==> src/rtl/byte_unstriping.sv <==
// Re-serialises 4-lane striped words into one byte stream, lane 0 first, with a one-word pending buffer.
// Optional BYTE_UNSTRIPING_COUNT_EN adds a 16-bit byteCount of emitted bytes.
module byte_unstriping #(
   parameter int DATA_W = 8
) (
   input  logic              clk1Mhz,
   input  logic              reset,
   input  logic              laneStrobe,
   input  logic [DATA_W-1:0] stripedLane0,
   input  logic [DATA_W-1:0] stripedLane1,
   input  logic [DATA_W-1:0] stripedLane2,
   input  logic [DATA_W-1:0] stripedLane3,
   input  logic              lane0VLD,
   input  logic              lane1VLD,
   input  logic              lane2VLD,
   input  logic              lane3VLD,
   output logic [DATA_W-1:0] byteUnstripingOUT,
   output logic              byteUnstripingVLD,
   output logic [1:0]        contador,
   output logic              alignErr,
   output logic              overrun
`ifdef BYTE_UNSTRIPING_COUNT_EN
   ,
   output logic [15:0]       byteCount
`endif
);

   localparam int WORD_W = 4 * DATA_W;

   typedef enum logic {
      ST_IDLE  = 1'b0,
      ST_SHIFT = 1'b1
   } state_t;

   state_t            state_q, state_d;
   logic [WORD_W-1:0] act_q, act_d;
   logic [WORD_W-1:0] pend_q, pend_d;
   logic [1:0]        act_last_q, act_last_d;
   logic [1:0]        pend_last_q, pend_last_d;
   logic              pend_full_q, pend_full_d;
   logic [1:0]        cnt_q, cnt_d;
   logic [DATA_W-1:0] out_q, out_d;
   logic              vld_q, vld_d;
   logic              align_q, align_d;
   logic              ovr_q, ovr_d;

   logic [3:0]        vpat;
   logic [WORD_W-1:0] word_in;
   logic              strobe_legal;
   logic              strobe_bad;
   logic [1:0]        in_last;
   logic              last_byte;

   function automatic logic [DATA_W-1:0] lane_sel(input logic [WORD_W-1:0] w,
                                                  input logic [1:0]        idx);
      return w[int'(idx)*DATA_W +: DATA_W];
   endfunction

   assign vpat    = {lane3VLD, lane2VLD, lane1VLD, lane0VLD};
   assign word_in = {stripedLane3, stripedLane2, stripedLane1, stripedLane0};

   // Only contiguous-from-lane-0 patterns are legal; in_last is the index of the final lane.
   always_comb begin
      strobe_legal = 1'b0;
      in_last      = 2'd0;
      case (vpat)
         4'b0001: begin strobe_legal = laneStrobe; in_last = 2'd0; end
         4'b0011: begin strobe_legal = laneStrobe; in_last = 2'd1; end
         4'b0111: begin strobe_legal = laneStrobe; in_last = 2'd2; end
         4'b1111: begin strobe_legal = laneStrobe; in_last = 2'd3; end
         default: ;
      endcase
      strobe_bad = laneStrobe && (vpat != 4'b0000) && !strobe_legal;
   end

   assign last_byte = (state_q == ST_SHIFT) && (cnt_q == act_last_q);

   always_comb begin
      state_d     = state_q;
      act_d       = act_q;
      act_last_d  = act_last_q;
      pend_d      = pend_q;
      pend_last_d = pend_last_q;
      pend_full_d = pend_full_q;
      cnt_d       = cnt_q;
      out_d       = out_q;
      vld_d       = 1'b0;
      align_d     = strobe_bad;
      ovr_d       = ovr_q;

      case (state_q)
         ST_IDLE: begin
            cnt_d = 2'd0;
            if (strobe_legal) begin
               act_d      = word_in;
               act_last_d = in_last;
               out_d      = stripedLane0;
               vld_d      = 1'b1;
               state_d    = ST_SHIFT;
            end
         end

         ST_SHIFT: begin
            if (!last_byte) begin
               cnt_d = cnt_q + 2'd1;
               out_d = lane_sel(act_q, cnt_q + 2'd1);
               vld_d = 1'b1;
               if (strobe_legal) begin
                  if (!pend_full_q) begin
                     pend_d      = word_in;
                     pend_last_d = in_last;
                     pend_full_d = 1'b1;
                  end else begin
                     ovr_d = 1'b1;
                  end
               end
            end else if (pend_full_q) begin
               // Pending is older, so it goes first; a word arriving now takes the slot it frees.
               act_d       = pend_q;
               act_last_d  = pend_last_q;
               out_d       = lane_sel(pend_q, 2'd0);
               cnt_d       = 2'd0;
               vld_d       = 1'b1;
               pend_full_d = 1'b0;
               if (strobe_legal) begin
                  pend_d      = word_in;
                  pend_last_d = in_last;
                  pend_full_d = 1'b1;
               end
            end else if (strobe_legal) begin
               act_d      = word_in;
               act_last_d = in_last;
               out_d      = stripedLane0;
               cnt_d      = 2'd0;
               vld_d      = 1'b1;
            end else begin
               cnt_d   = 2'd0;
               state_d = ST_IDLE;
            end
         end

         default: begin
            cnt_d   = 2'd0;
            state_d = ST_IDLE;
         end
      endcase
   end

   always_ff @(posedge clk1Mhz or posedge reset) begin
      if (reset) begin
         state_q     <= ST_IDLE;
         act_q       <= '0;
         act_last_q  <= 2'd0;
         pend_q      <= '0;
         pend_last_q <= 2'd0;
         pend_full_q <= 1'b0;
         cnt_q       <= 2'd0;
         out_q       <= '0;
         vld_q       <= 1'b0;
         align_q     <= 1'b0;
         ovr_q       <= 1'b0;
      end else begin
         state_q     <= state_d;
         act_q       <= act_d;
         act_last_q  <= act_last_d;
         pend_q      <= pend_d;
         pend_last_q <= pend_last_d;
         pend_full_q <= pend_full_d;
         cnt_q       <= cnt_d;
         out_q       <= out_d;
         vld_q       <= vld_d;
         align_q     <= align_d;
         ovr_q       <= ovr_d;
      end
   end

   assign byteUnstripingOUT = out_q;
   assign byteUnstripingVLD = vld_q;
   assign contador          = cnt_q;
   assign alignErr          = align_q;
   assign overrun           = ovr_q;

`ifdef BYTE_UNSTRIPING_COUNT_EN
   logic [15:0] byte_cnt_q;

   // Counts alongside the registered valid so byteCount includes the byte currently shown.
   always_ff @(posedge clk1Mhz or posedge reset) begin
      if (reset) begin
         byte_cnt_q <= 16'd0;
      end else begin
         byte_cnt_q <= byte_cnt_q + 16'(vld_d);
      end
   end

   assign byteCount = byte_cnt_q;
`endif

endmodule

==> config.mk <==
export PLATFORM = sky130hd
export DESIGN_NAME = byte_unstriping
export DESIGN_NICKNAME = d
export VERILOG_FILES = /design/src/rtl/byte_unstriping.sv
export SDC_FILE = /design/constraint.sdc
export NUM_CORES = 1
export LEC_CHECK = 0
export CORE_ASPECT_RATIO = 1.25
export CORE_UTILIZATION = 40
export DETAILED_ROUTE_END_ITERATION = 10
export SYNTH_ARGS = -nofsm -noshare
export SYNTH_HDL_FRONTEND = slang
export SYNTH_SLANG_ARGS = --single-unit
==> constraint.sdc <==
create_clock -name clk1Mhz -period 6.8 [get_ports clk1Mhz]
set_clock_uncertainty 0.1 [all_clocks]
set_input_delay 1.36 -clock clk1Mhz [delete_from_list [all_inputs] [get_ports clk1Mhz]]
set_output_delay 1.36 -clock clk1Mhz [all_outputs]
set_load 0.005 [all_outputs]
==> flow_summary.yaml <==
yosys:
  synth_cells: 322
  postSynthNetCount: 361
  synth_compound_area_frac: 0.0760
  synth_top_family_by_area: "multiplexers"
  synthDistinctLibCells: 38
  yosysSeqAreaShare: 0.500
  postSynthAreaPerCell_um2: 12.7
  post_synth_and_or_nand_nor_area_fraction: 0.107
  muxShareOfSynthArea: 0.274
  ys_seq_elements: 82
  syn_area_um2: 4100
  synth_xor_xnor_area_share: 0.0107
  yosysWarnings: 0
  post_synth_fa_ha_maj_area_fraction: 0
finish:
  drive_gt1_frac: 0.259
  finish.utilization: 0.513
  layout_common_cells: "dfrtp_1 (82), nand2_1 (77), clkdlybuf4s50_1 (51)"
  antenna_cells: 0
  final_common_cell: "dfrtp_1"
  fillerInstances: 879
  nets: 412
  syn_to_final_growth_pct: 22.7
detailed_routing:
  ant_nets: 0
  wl_per_cell_um: 16.4
  totalWireLength_um: 8270
  drc: 0
  drtPass1Iterations: 4
  drt_iter0_drc: 96
  viasPerCell: 5.15
  via_count: 2595
sta:
  finalCritPeriodShare: 0.525
  final-hold-violation-count: 0
  worst_slew_pin_slew_ns: 1.05
  setup_viol: 0
  drv_slew: 0
  maxSlewHeadroom: 0.300
  rsz0062_at_grt: "false"
  layout_min_cycle_time_ns: 3.57
  fmax_ghz: 0.280
  setup_tns_ns: 0
floorplanning:
  rows: 40
  die-area_um2: 10700
  start_util: 0.418
  core_area_um2: 9810
  die_h_um: 115
  io_pins: 52
  die_x_um: 92.6
setup_path:
  worst-setup-path-type: "primary input to flop"
  path_max_fanout: 20
  critPathLaunchType: "primary input"
  arrival_ns: 3.69
  r2r_start: "contador[1]$_DFF_PP0_"
  ff2ff_setup_slack_ns: 3.99
  r2r_cells: 5
  crit_start: "lane2VLD"
  cp.required_ns: 6.92
  endpoint_kind: "flop"
  regToRegEndpoint: "pend_q[26]$_DFFE_PP0P_"
global_route:
  antenna_found_initial: 0
  grt_pass1_wl_um: 14000
  grt_pass1_vias: 2607
  grt_max_degree: 83
  overflow: 0
  grt_use_total: 0.174
pwr:
  leakagePower_nw: 2.31
  p_sw_mw: 0.685
  power_frac_seq: 0.388
  p_int_mw: 1.57
  p_per_area_nw_per_um2: 448
  vdd_drop_max_v: 0.000157
  clockPowerShare: 0.243
  pwr-share-comb: 0.369
  p_sw_frac: 0.304
cts:
  cts_root_buffer: "clkbuf_16"
  ctsHoldBuffers: 0
  cts_buffer_depth: 2
  postCtsSetupBuffers: 0
  clk_pin_slew_ns: 0.06
  htree_levels: 3
  clock_latency_ns: 0.34
  cts_buffers: 9
  clock_sinks: 82
  postCtsResizedCells: 0
  cts_tree: "built"
outcome:
  status: "complete, no violations"
placement:
  gp_congestion: 0.746
  numPortBuffers: 51
  dp_hpwl_um: 5630
run:
  drv_cap: 0
min_path:
  min_to: "overrun$_DFFE_PP0P_"
  hold_path_class: "flop to flop"
  worstHoldPathCells: 1
  min_from: "overrun$_DFFE_PP0P_"
[area by class of cell]
| type | instances | area [µm²] | share of cell area |
|---|---|---|---|
| Sequential cell | 82 | 2050 | 0.408 |
| Multi-Input combinational cell | 220 | 1920 | 0.381 |
| Clock inverter | 6 | 105 | 0.0209 |
| Timing Repair Buffer | 57 | 556 | 0.110 |
| Clock buffer | 10 | 229 | 0.0455 |
| Inverter | 3 | 12.5 | 0.00249 |
| Tap cell | 126 | 158 | 0.0313 |
[Yosys cell counts]
library cell	number	area share
o31a_1	1	0.0021
a22oi_1	8	0.015
inv_1	2	0.0018
nand3_2	1	0.0024
o21ai_1	1	0.0012
buf_6	6	0.016
o21ai_0	11	0.013
nor3_2	1	0.0024
xnor2_1	3	0.0064
mux4_2	8	0.044
o21a_1	1	0.0018
nand2_1	77	0.070
and2b_4	1	0.0024
buf_1	4	0.0037
o21bai_1	1	0.0018
nor2_1	4	0.0037
nand3_1	1	0.0012
a32oi_1	8	0.017
or4_1	1	0.0018
buf_4	2	0.0037
clkbuf_1	3	0.0027
or3_1	1	0.0015
a21oi_1	2	0.0024
mux2_4	50	0.18
buf_2	2	0.0024
nor3_1	1	0.0012
and3_1	2	0.0031
nor2b_2	1	0.0021
mux2_2	10	0.027
inv_2	1	0.00091
o2bb2ai_1	9	0.019
and2_1	1	0.0015
nor4_4	2	0.010
dfrtp_1	82	0.50
o21ai_2	1	0.0021
mux2i_1	8	0.020
xor2_1	2	0.0043
nor2b_1	2	0.0031
[metrics by stage]
step	setup WS (ns)	total power [mW]	hold WS [ns]	instance area, µm²	std cells
final	3.23	2.25	0.383	5030	504
after global routing	3.11	2.39	0.399	5030	504
after CTS	3.25	2.27	0.384	5030	504
after detailed placement	2.91	1.72	0.367	4700	488
after global placement	2.97	1.70	0.364	4700	488
after floorplan	3.23	1.49	0.351	4100	322
[critical path, stage by stage]
cell and delay [ns]:
clkdlybuf4s50_1 0.51, and2b_4 0.24, nor4_4 0.28, nand3_2 0.51, buf_4 0.45, mux2_4 0.34
[per-layer routing]
metal / GRT usage / routed length (µm) / vias to the layer above
li1: - / - / 1254
met1: 0.247 / 3980 / 1275
met2: 0.258 / 3770 / 55
met3: 0.0331 / 362 / 11
met4: 0.0833 / 157 / 0
met5: 0 / 0 / -
[worst max-delay path by stage]
stage                                end  slack, ns  cells past startpoint
2_1_floorplan  act_last_q[0]$_DFFE_PP0N_       3.23                      1
4_1_cts           pend_q[26]$_DFFE_PP0P_       3.25                      6
3_3_place_gp      pend_q[25]$_DFFE_PP0P_       2.97                      6
6_report          pend_q[26]$_DFFE_PP0P_       3.23                      6
5_1_grt           pend_q[26]$_DFFE_PP0P_       3.11                      6
3_5_place_dp       pend_q[9]$_DFFE_PP0P_       2.91                      6
[kinds of logic (layout without fill, tap and decap cells)]
kind of cell,count (synthesis),after routing
mux,76,76
buf+inv,20,76
compound gates,43,43
flops,82,82
xor+xnor,5,5
simple gates,96,96
[power by group through the flow]
stage / clock network [mW] / registers (mW) / logic [mW]
2_1_floorplan: 0 / 0.823 / 0.664
3_3_place_gp: 0 / 0.875 / 0.820
3_5_place_dp: 0 / 0.881 / 0.837
4_1_cts: 0.560 / 0.875 / 0.840
5_1_grt: 0.580 / 0.905 / 0.907
6_report: 0.549 / 0.875 / 0.831
[sequential cells by signal, indices dropped and copies added, names as in the netlist]
register / cells
act_last_q: 2
overrun: 1
contador: 2
byteUnstripingVLD: 1
pend_full_q: 1
byteUnstripingOUT: 8
pend_q: 32
act_q: 32
alignErr: 1
pend_last_q: 2
Power figures use the tool's default switching activity.
